### src/rtl/ddr3_dll_code_ctrl_if.sv
// Code delivery channel between the DLL control block and the delay-line
// consumers: the captured code, its valid flag and the consumer's ack.
interface ddr3_dll_code_ctrl_if;
  logic [7:0] CODE_OUT;
  logic       CODE_VALID;
  logic       CODE_ACK;

  modport master (output CODE_OUT, output CODE_VALID, input CODE_ACK);
  modport slave  (input CODE_OUT, input CODE_VALID, output CODE_ACK);
endinterface

### src/rtl/ddr3_dll_code_ctrl.sv
// DDR3 DLL control: power-up sequencing, lock qualification, periodic and
// drift-triggered code updates, and stable capture of the asynchronous DLL
// code into the SYS_CLK domain with a valid/ack hand-off.
module ddr3_dll_code_ctrl #(
  parameter int unsigned PWRUP_WAIT    = 16,
  parameter int unsigned LOCK_FILTER   = 8,
  parameter int unsigned LOCK_TIMEOUT  = 4096,
  parameter int unsigned UPDATE_PERIOD = 1024,
  parameter int unsigned UPD_PULSE     = 4
) (
  input  logic                        SYS_CLK,
  input  logic                        SYS_RESET_N,
  input  logic                        ENABLE,
  input  logic                        DLL_LOCK,
  input  logic                        DLL_DELAY_DIFF,
  input  logic [7:0]                  DLL_CODE,
  output logic                        DLL_POWERDOWN_N,
  output logic                        DLL_CODE_UPDATE,
  output logic                        READY,
  output logic                        LOCK_LOST,
  output logic                        TIMEOUT_ERR,
  ddr3_dll_code_ctrl_if.master        code_if
);

  localparam int unsigned SETTLE  = 3;
  localparam int unsigned SEQ_MAX = (PWRUP_WAIT > UPD_PULSE + SETTLE) ? PWRUP_WAIT : UPD_PULSE + SETTLE;
  localparam int unsigned SEQ_W   = $clog2(SEQ_MAX + 1);
  localparam int unsigned FLT_W   = $clog2(LOCK_FILTER + 1);
  localparam int unsigned TMO_W   = $clog2(LOCK_TIMEOUT + 1);
  localparam int unsigned PER_W   = $clog2(UPDATE_PERIOD);

  typedef enum logic [2:0] {
    ST_OFF, ST_PWRUP, ST_WAIT_LOCK, ST_UPDATE, ST_LOCKED, ST_ERROR
  } state_t;

  typedef enum logic [1:0] {
    PH_PULSE, PH_SETTLE, PH_CAPTURE
  } phase_t;

  state_t             r_state;
  phase_t             r_phase;
  logic [SEQ_W-1:0]   r_seq;
  logic [FLT_W-1:0]   r_flt;
  logic [TMO_W-1:0]   r_tmo;
  logic [PER_W-1:0]   r_per;
  logic               r_pend;
  logic [7:0]         r_cap;
  logic               r_cap_vld;

  logic               r_lock_m, r_lock_s;
  logic               r_diff_m, r_diff_s, r_diff_d;
  logic [7:0]         r_code_m, r_code_s;

  logic               r_pd, r_upd, r_code_vld, r_ready, r_lost, r_terr;
  logic [7:0]         r_code_out;

  logic               w_diff_rise;
  logic               w_due;
  logic               w_xfer;

  assign w_diff_rise = r_diff_s & ~r_diff_d;
  assign w_due       = (r_per == PER_W'(UPDATE_PERIOD - 1)) | w_diff_rise;
  assign w_xfer      = r_code_vld & code_if.CODE_ACK;

  assign DLL_POWERDOWN_N    = r_pd;
  assign DLL_CODE_UPDATE    = r_upd;
  assign READY              = r_ready;
  assign LOCK_LOST          = r_lost;
  assign TIMEOUT_ERR        = r_terr;
  assign code_if.CODE_OUT   = r_code_out;
  assign code_if.CODE_VALID = r_code_vld;

  // Two-flop synchronizers for lock/drift, plus double-registered code bus
  always_ff @(posedge SYS_CLK or negedge SYS_RESET_N) begin
    if (!SYS_RESET_N) begin
      r_lock_m <= 1'b0;
      r_lock_s <= 1'b0;
      r_diff_m <= 1'b0;
      r_diff_s <= 1'b0;
      r_diff_d <= 1'b0;
      r_code_m <= '0;
      r_code_s <= '0;
    end else begin
      r_lock_m <= DLL_LOCK;
      r_lock_s <= r_lock_m;
      r_diff_m <= DLL_DELAY_DIFF;
      r_diff_s <= r_diff_m;
      r_diff_d <= r_diff_s;
      r_code_m <= DLL_CODE;
      r_code_s <= r_code_m;
    end
  end

  // Control FSM with registered outputs; ENABLE low overrides every event
  always_ff @(posedge SYS_CLK or negedge SYS_RESET_N) begin
    if (!SYS_RESET_N) begin
      r_state    <= ST_OFF;
      r_phase    <= PH_PULSE;
      r_seq      <= '0;
      r_flt      <= '0;
      r_tmo      <= '0;
      r_per      <= '0;
      r_pend     <= 1'b0;
      r_cap      <= '0;
      r_cap_vld  <= 1'b0;
      r_pd       <= 1'b0;
      r_upd      <= 1'b0;
      r_code_out <= '0;
      r_code_vld <= 1'b0;
      r_ready    <= 1'b0;
      r_lost     <= 1'b0;
      r_terr     <= 1'b0;
    end else if (!ENABLE) begin
      r_state    <= ST_OFF;
      r_phase    <= PH_PULSE;
      r_seq      <= '0;
      r_flt      <= '0;
      r_tmo      <= '0;
      r_per      <= '0;
      r_pend     <= 1'b0;
      r_cap_vld  <= 1'b0;
      r_pd       <= 1'b0;
      r_upd      <= 1'b0;
      r_code_vld <= 1'b0;
      r_ready    <= 1'b0;
      r_lost     <= 1'b0;
      r_terr     <= 1'b0;
    end else begin
      // Consumer handshake; a new capture later in this block overrides it
      if (w_xfer) r_code_vld <= 1'b0;

      case (r_state)
        ST_OFF: begin
          r_pd    <= 1'b1;
          r_seq   <= '0;
          r_state <= ST_PWRUP;
        end

        ST_PWRUP: begin
          if (r_seq == SEQ_W'(PWRUP_WAIT - 1)) begin
            r_seq   <= '0;
            r_flt   <= '0;
            r_tmo   <= '0;
            r_state <= ST_WAIT_LOCK;
          end else begin
            r_seq <= r_seq + 1'b1;
          end
        end

        ST_WAIT_LOCK: begin
          if (r_lock_s && r_flt == FLT_W'(LOCK_FILTER - 1)) begin
            r_state   <= ST_UPDATE;
            r_phase   <= PH_PULSE;
            r_seq     <= '0;
            r_per     <= '0;
            r_pend    <= 1'b0;
            r_cap_vld <= 1'b0;
            r_upd     <= 1'b1;
          end else begin
            r_flt <= r_lock_s ? r_flt + 1'b1 : '0;
            if (r_tmo == TMO_W'(LOCK_TIMEOUT - 1)) begin
              r_terr  <= 1'b1;
              r_state <= ST_ERROR;
            end else begin
              r_tmo <= r_tmo + 1'b1;
            end
          end
        end

        ST_UPDATE: begin
          if (!r_lock_s) begin
            r_state <= ST_WAIT_LOCK;
            r_flt   <= '0;
            r_tmo   <= '0;
            r_pend  <= 1'b0;
            r_lost  <= 1'b1;
            r_ready <= 1'b0;
            r_upd   <= 1'b0;
          end else begin
            // Period counter runs from pulse start so refresh pulses are evenly spaced
            if (r_per != PER_W'(UPDATE_PERIOD - 1)) r_per <= r_per + 1'b1;
            case (r_phase)
              PH_PULSE: begin
                if (r_seq == SEQ_W'(UPD_PULSE - 1)) begin
                  r_upd   <= 1'b0;
                  r_seq   <= '0;
                  r_phase <= PH_SETTLE;
                end else begin
                  r_seq <= r_seq + 1'b1;
                end
              end
              PH_SETTLE: begin
                if (r_seq == SEQ_W'(SETTLE - 1)) begin
                  r_seq   <= '0;
                  r_phase <= PH_CAPTURE;
                end else begin
                  r_seq <= r_seq + 1'b1;
                end
              end
              PH_CAPTURE: begin
                // Load only on two equal consecutive samples and only into a free slot
                if (r_cap_vld && r_code_s == r_cap && (!r_code_vld || code_if.CODE_ACK)) begin
                  r_code_out <= r_code_s;
                  r_code_vld <= 1'b1;
                  r_ready    <= 1'b1;
                  r_state    <= ST_LOCKED;
                end else begin
                  r_cap     <= r_code_s;
                  r_cap_vld <= 1'b1;
                end
              end
              default: r_phase <= PH_PULSE;
            endcase
          end
        end

        ST_LOCKED: begin
          if (!r_lock_s) begin
            r_state <= ST_WAIT_LOCK;
            r_flt   <= '0;
            r_tmo   <= '0;
            r_pend  <= 1'b0;
            r_lost  <= 1'b1;
            r_ready <= 1'b0;
            r_upd   <= 1'b0;
          end else begin
            r_per <= w_due ? '0 : r_per + 1'b1;
            if (w_due || r_pend) begin
              if (!r_code_vld || code_if.CODE_ACK) begin
                r_state   <= ST_UPDATE;
                r_phase   <= PH_PULSE;
                r_seq     <= '0;
                r_per     <= '0;
                r_pend    <= 1'b0;
                r_cap_vld <= 1'b0;
                r_upd     <= 1'b1;
              end else begin
                r_pend <= 1'b1;
              end
            end
          end
        end

        ST_ERROR: begin
          r_pd    <= 1'b1;
          r_ready <= 1'b0;
          r_upd   <= 1'b0;
        end

        default: r_state <= ST_OFF;
      endcase
    end
  end

endmodule

### src/flat_wrapper.sv
// flat-port wrapper written by rule: the top's interface ports become plain ports
module ddr3_dll_code_ctrl_flat 
#(
  parameter int unsigned PWRUP_WAIT    = 16,
  parameter int unsigned LOCK_FILTER   = 8,
  parameter int unsigned LOCK_TIMEOUT  = 4096,
  parameter int unsigned UPDATE_PERIOD = 1024,
  parameter int unsigned UPD_PULSE     = 4
)
  (SYS_CLK, SYS_RESET_N, ENABLE, DLL_LOCK, DLL_DELAY_DIFF, DLL_CODE, DLL_POWERDOWN_N, DLL_CODE_UPDATE, READY, LOCK_LOST, TIMEOUT_ERR, code_if_CODE_OUT, code_if_CODE_VALID, code_if_CODE_ACK);
  ddr3_dll_code_ctrl_if code_if_i ();
  input  logic SYS_CLK;
  input  logic SYS_RESET_N;
  input  logic ENABLE;
  input  logic DLL_LOCK;
  input  logic DLL_DELAY_DIFF;
  input  logic [7:0] DLL_CODE;
  output logic DLL_POWERDOWN_N;
  output logic DLL_CODE_UPDATE;
  output logic READY;
  output logic LOCK_LOST;
  output logic TIMEOUT_ERR;
  output wire logic [$bits(code_if_i.CODE_OUT)-1:0] code_if_CODE_OUT;
  output wire logic [$bits(code_if_i.CODE_VALID)-1:0] code_if_CODE_VALID;
  input wire logic [$bits(code_if_i.CODE_ACK)-1:0] code_if_CODE_ACK;
  assign code_if_CODE_OUT = code_if_i.CODE_OUT;
  assign code_if_CODE_VALID = code_if_i.CODE_VALID;
  assign code_if_i.CODE_ACK = code_if_CODE_ACK;
  ddr3_dll_code_ctrl #(.PWRUP_WAIT(PWRUP_WAIT), .LOCK_FILTER(LOCK_FILTER), .LOCK_TIMEOUT(LOCK_TIMEOUT), .UPDATE_PERIOD(UPDATE_PERIOD), .UPD_PULSE(UPD_PULSE)) u_core (.SYS_CLK(SYS_CLK), .SYS_RESET_N(SYS_RESET_N), .ENABLE(ENABLE), .DLL_LOCK(DLL_LOCK), .DLL_DELAY_DIFF(DLL_DELAY_DIFF), .DLL_CODE(DLL_CODE), .DLL_POWERDOWN_N(DLL_POWERDOWN_N), .DLL_CODE_UPDATE(DLL_CODE_UPDATE), .READY(READY), .LOCK_LOST(LOCK_LOST), .TIMEOUT_ERR(TIMEOUT_ERR), .code_if(code_if_i));
endmodule
### config.mk
export PLATFORM = sky130hd
export DESIGN_NAME = ddr3_dll_code_ctrl_flat
export DESIGN_NICKNAME = d
export VERILOG_FILES = /design/src/rtl/ddr3_dll_code_ctrl_if.sv /design/src/rtl/ddr3_dll_code_ctrl.sv /design/src/flat_wrapper.sv
export SDC_FILE = /design/constraint.sdc
export NUM_CORES = 1
export LEC_CHECK = 0
export BUFFER_PORTS_ARGS = -buffer_cell sky130_fd_sc_hd__buf_2
export CAP_MARGIN = 20
export CORE_UTILIZATION = 51
export CTS_BUF_LIST = sky130_fd_sc_hd__clkbuf_16
export DETAILED_ROUTE_END_ITERATION = 7
export MAX_ROUTING_LAYER = met4
export PLACE_DENSITY_LB_ADDON = 0.3
export SYNTH_ARGS = -nofsm -noshare
export SYNTH_HDL_FRONTEND = slang
export SYNTH_SLANG_ARGS = --single-unit
### constraint.sdc
create_clock -name SYS_CLK -period 2.35 [get_ports SYS_CLK]
set_input_delay 0.1175 -clock SYS_CLK [delete_from_list [all_inputs] [get_ports SYS_CLK]]
set_output_delay 0.1175 -clock SYS_CLK [all_outputs]
set_load 0.005 [all_outputs]
==> results.sh <==
export IMPL_outcome="completed"
export IMPL_synth_main_ff_cell="dfrtp_1"
export IMPL_yosysTopAreaCell="dfrtp_1"
export IMPL_clkTransAtPathRegs_ns=0.07
export IMPL_reg2reg_from="u_core.r_state[0]"
export IMPL_viasPerCell=5.53
export IMPL_grt_ovfl_total=0
export IMPL_fin_area_sq_um=4840
export IMPL_synthTopCellsByCount="82 x dfrtp_1, 37 x nand2_1, 37 x o21ai_0, 30 x nor2_1, 24 x nand3_1"
export IMPL_initial_core_util_pct=52.4
export IMPL_crit_arrival_ns=2.43
export IMPL_grtUsageTotal_pct=22.4
export IMPL_yosysTopAreaCellShare_pct=51.0
export IMPL_yosys_top_cells_area="dfrtp_1 51%, mux2_2 5.6%, o21ai_0 4.6%"
export IMPL_min_delay_path_class="in -> reg"
export IMPL_grt_max_degree=54
export IMPL_die_w_um=90.8
export IMPL_async_flop_share_pct=100
export IMPL_syn_inst=388
export IMPL_synth_edf_count=0
export IMPL_endpoint_kind="register"
export IMPL_dieArea_sq_um=8250
export IMPL_routabilityCongestion=0.863
export IMPL_drive_above_1_share_pct=23.5
export IMPL_dp_slack_ns=0.112
export IMPL_crit_type="reg -> reg"
export IMPL_insertion_delay_ns=0.34
export IMPL_ys_types=60
export IMPL_wl_um=8350
export IMPL_cts_made_buffers=9
export IMPL_layout_nets=468
export IMPL_core_area_sq_um=7690
export IMPL_startpoint="u_core.r_state[0]"
export IMPL_routed_via_count=3062
export IMPL_power_total_mw=3.92
export IMPL_seq_area_frac_synth_pct=51.0
export IMPL_synth_seq_cells=82
export IMPL_routedWlPerCell_um=15.1
export IMPL_pin_count=28
export IMPL_leakagePower_nw=2.20
export IMPL_yosysMostFrequentCell="dfrtp_1"
export IMPL_antenna_found_initial=0
export IMPL_drt_pass1_iterations=4
export IMPL_htreeDepth=3
export IMPL_drc=0
export IMPL_grt_pass1_vias=3047
export IMPL_power_density_nw_per_um2=809
export IMPL_place_inst=522
export IMPL_cap_violations=0
export IMPL_fp_row_count=32
export IMPL_insertedDiodeCount=0
export IMPL_syn_area_sq_um=4030
export IMPL_fin_ws_ns=0.143
export IMPL_tritoncts="built"
export IMPL_fmax_ghz=0.453
export IMPL_postRouteAntennaNets=0
export IMPL_root_buffer="clkbuf_16"
export IMPL_timing_setup_tns_ns=0
export IMPL_min_from="code_if_CODE_ACK"
export IMPL_avgSynthCellArea_sq_um=10.4
export IMPL_area_growth_syn_to_layout_pct=20.3
export IMPL_clock_sinks=82
export IMPL_drv_slew=0
export IMPL_critPathLaunchType="register"
export IMPL_worstMarginPinSlew_ns=0.710
export IMPL_clock_skew_ns=0.0101
export IMPL_fill_cells=617
export IMPL_path_max_fanout=18
export IMPL_numPortBuffers=27
export IMPL_grt_pass1_wl_um=14200
export IMPL_finalSetupViolations=0
export IMPL_placed_area_sq_um=4370
export IMPL_finalCriticalPeriod_ns=2.21
export IMPL_clockBufferDepth=2
export IMPL_final_hold_viol_count=0
export IMPL_relSlewSlack_pct=52.7
export IMPL_drt_initial_drc_count=205
export IMPL_die_h_um=90.8
export IMPL_synth_nets=409
export IMPL_period_share_pct=93.9
export IMPL_place_hpwl_um=5520
export IMPL_cp_required_ns=2.57
export IMPL_fin_cells=554
export IMPL_ys_warn_count=0
export IMPL_peakVddDrop_uv=546
## area by class of cell
class,instances,area [sq um],share of cell area (%)
flip-flops and latches,82,2050,42.4
multi-input cells,283,1880,38.9
repair buffers,60,429,8.86
clock buffers,9,225,4.65
well taps,102,128,2.63
clock inverters,7,85.1,1.76
inverters,11,41.3,0.852
## kinds of logic after synthesis
| kind of cell | share of synthesized area, % |
|---|---|
| buffers and inverters | 2.55 |
| AND/OR/NAND/NOR | 20.9 |
| adder cells (fa/ha/maj) | 2.18 |
| AO/OA/AOI/OAI | 13.7 |
| multiplexers | 6.59 |
| XOR/XNOR | 3.05 |
| flip-flops | 51.0 |
## registers in the layout, summed over array words and instances, names as in the netlist, 2 cells and up
signal and cells:
u_core.code_if.CODE_OUT 8, u_core.r_cap 8, u_core.r_code_m 8, u_core.r_code_s 8
u_core.r_flt 4, u_core.r_per 10, u_core.r_phase 2, u_core.r_seq 5
u_core.r_state 3, u_core.r_tmo 13
## power breakdown
part	leakage [nW]	switching [mW]	internal (mW)
registers	1.09	0.134	1.49
logic	0.963	0.457	0.371
clock network	0.146	0.622	0.844
## final timing paths
kind                                              end  slack [ns]  depth (start not counted)
max                                   u_core.r_cap[7]        0.14                          4
min reg2reg                        u_core.r_code_s[1]        0.35                          0
max in group asynchronous  u_core.code_if.CODE_OUT[1]        1.35                          3
max reg2reg                           u_core.r_cap[7]        0.14                          4
min                                     u_core.r_pend        0.12                          4
min in group asynchronous             u_core.r_per[4]        0.35                          2
## worst max-delay path: stages, from the launching register on
cell and delay [ns]:
dfrtp_1 0.69, and3_1 0.37, nand4_1 0.22, nor2_2 0.42, mux2_2 0.39
## timing repair
| item | 4_1_cts | 5_1_grt |
|---|---|---|
| resized for setup | 0 | 6 |
| hold buffers | 11 | 0 |
| endpoints found under the hold margin | 62 | 0 |
| endpoints found under the setup margin | 0 | 14 |
| buffers inserted | 0 | 5 |
## per-layer routing
layer	vias up	global-route usage [%]	share of wire, %	routed length, um
li1	1516	-	-	-
met1	1470	30.1	48	3980
met2	62	34.6	47	3900
met3	14	3.03	3.9	322
met4	0	9.39	1.7	145
met5	-	-	0	0
## cell usage in the layout (no fill, tap or decap), types with 8 or more instances in the layout
| cell type | Yosys | routed |
|---|---|---|
| a21oi_1 | 9 | 9 |
| buf_2 | 4 | 26 |
| buf_4 | 3 | 21 |
| clkbuf_16 | 0 | 9 |
| dfrtp_1 | 82 | 82 |
| dlygate4sd3_1 | 0 | 11 |
| inv_1 | 11 | 11 |
| mux2_2 | 20 | 20 |
| nand2_1 | 37 | 37 |
| nand2b_1 | 8 | 8 |
| nand3_1 | 24 | 24 |
| nand4_1 | 11 | 11 |
| nor2_1 | 30 | 30 |
| o21ai_0 | 37 | 37 |
| xnor2_1 | 8 | 8 |
## metrics by stage
| step | hold slack (ns) | util, % |
|---|---|---|
| after floorplan | -0.178 | - |
| after global placement | 0.213 | 56.8 |
| after detailed placement | 0.217 | 56.8 |
| after CTS | 0.111 | 62.3 |
| after global routing | 0.173 | 63.0 |
| final | 0.121 | 63.0 |
Power figures use the tool's default switching activity.
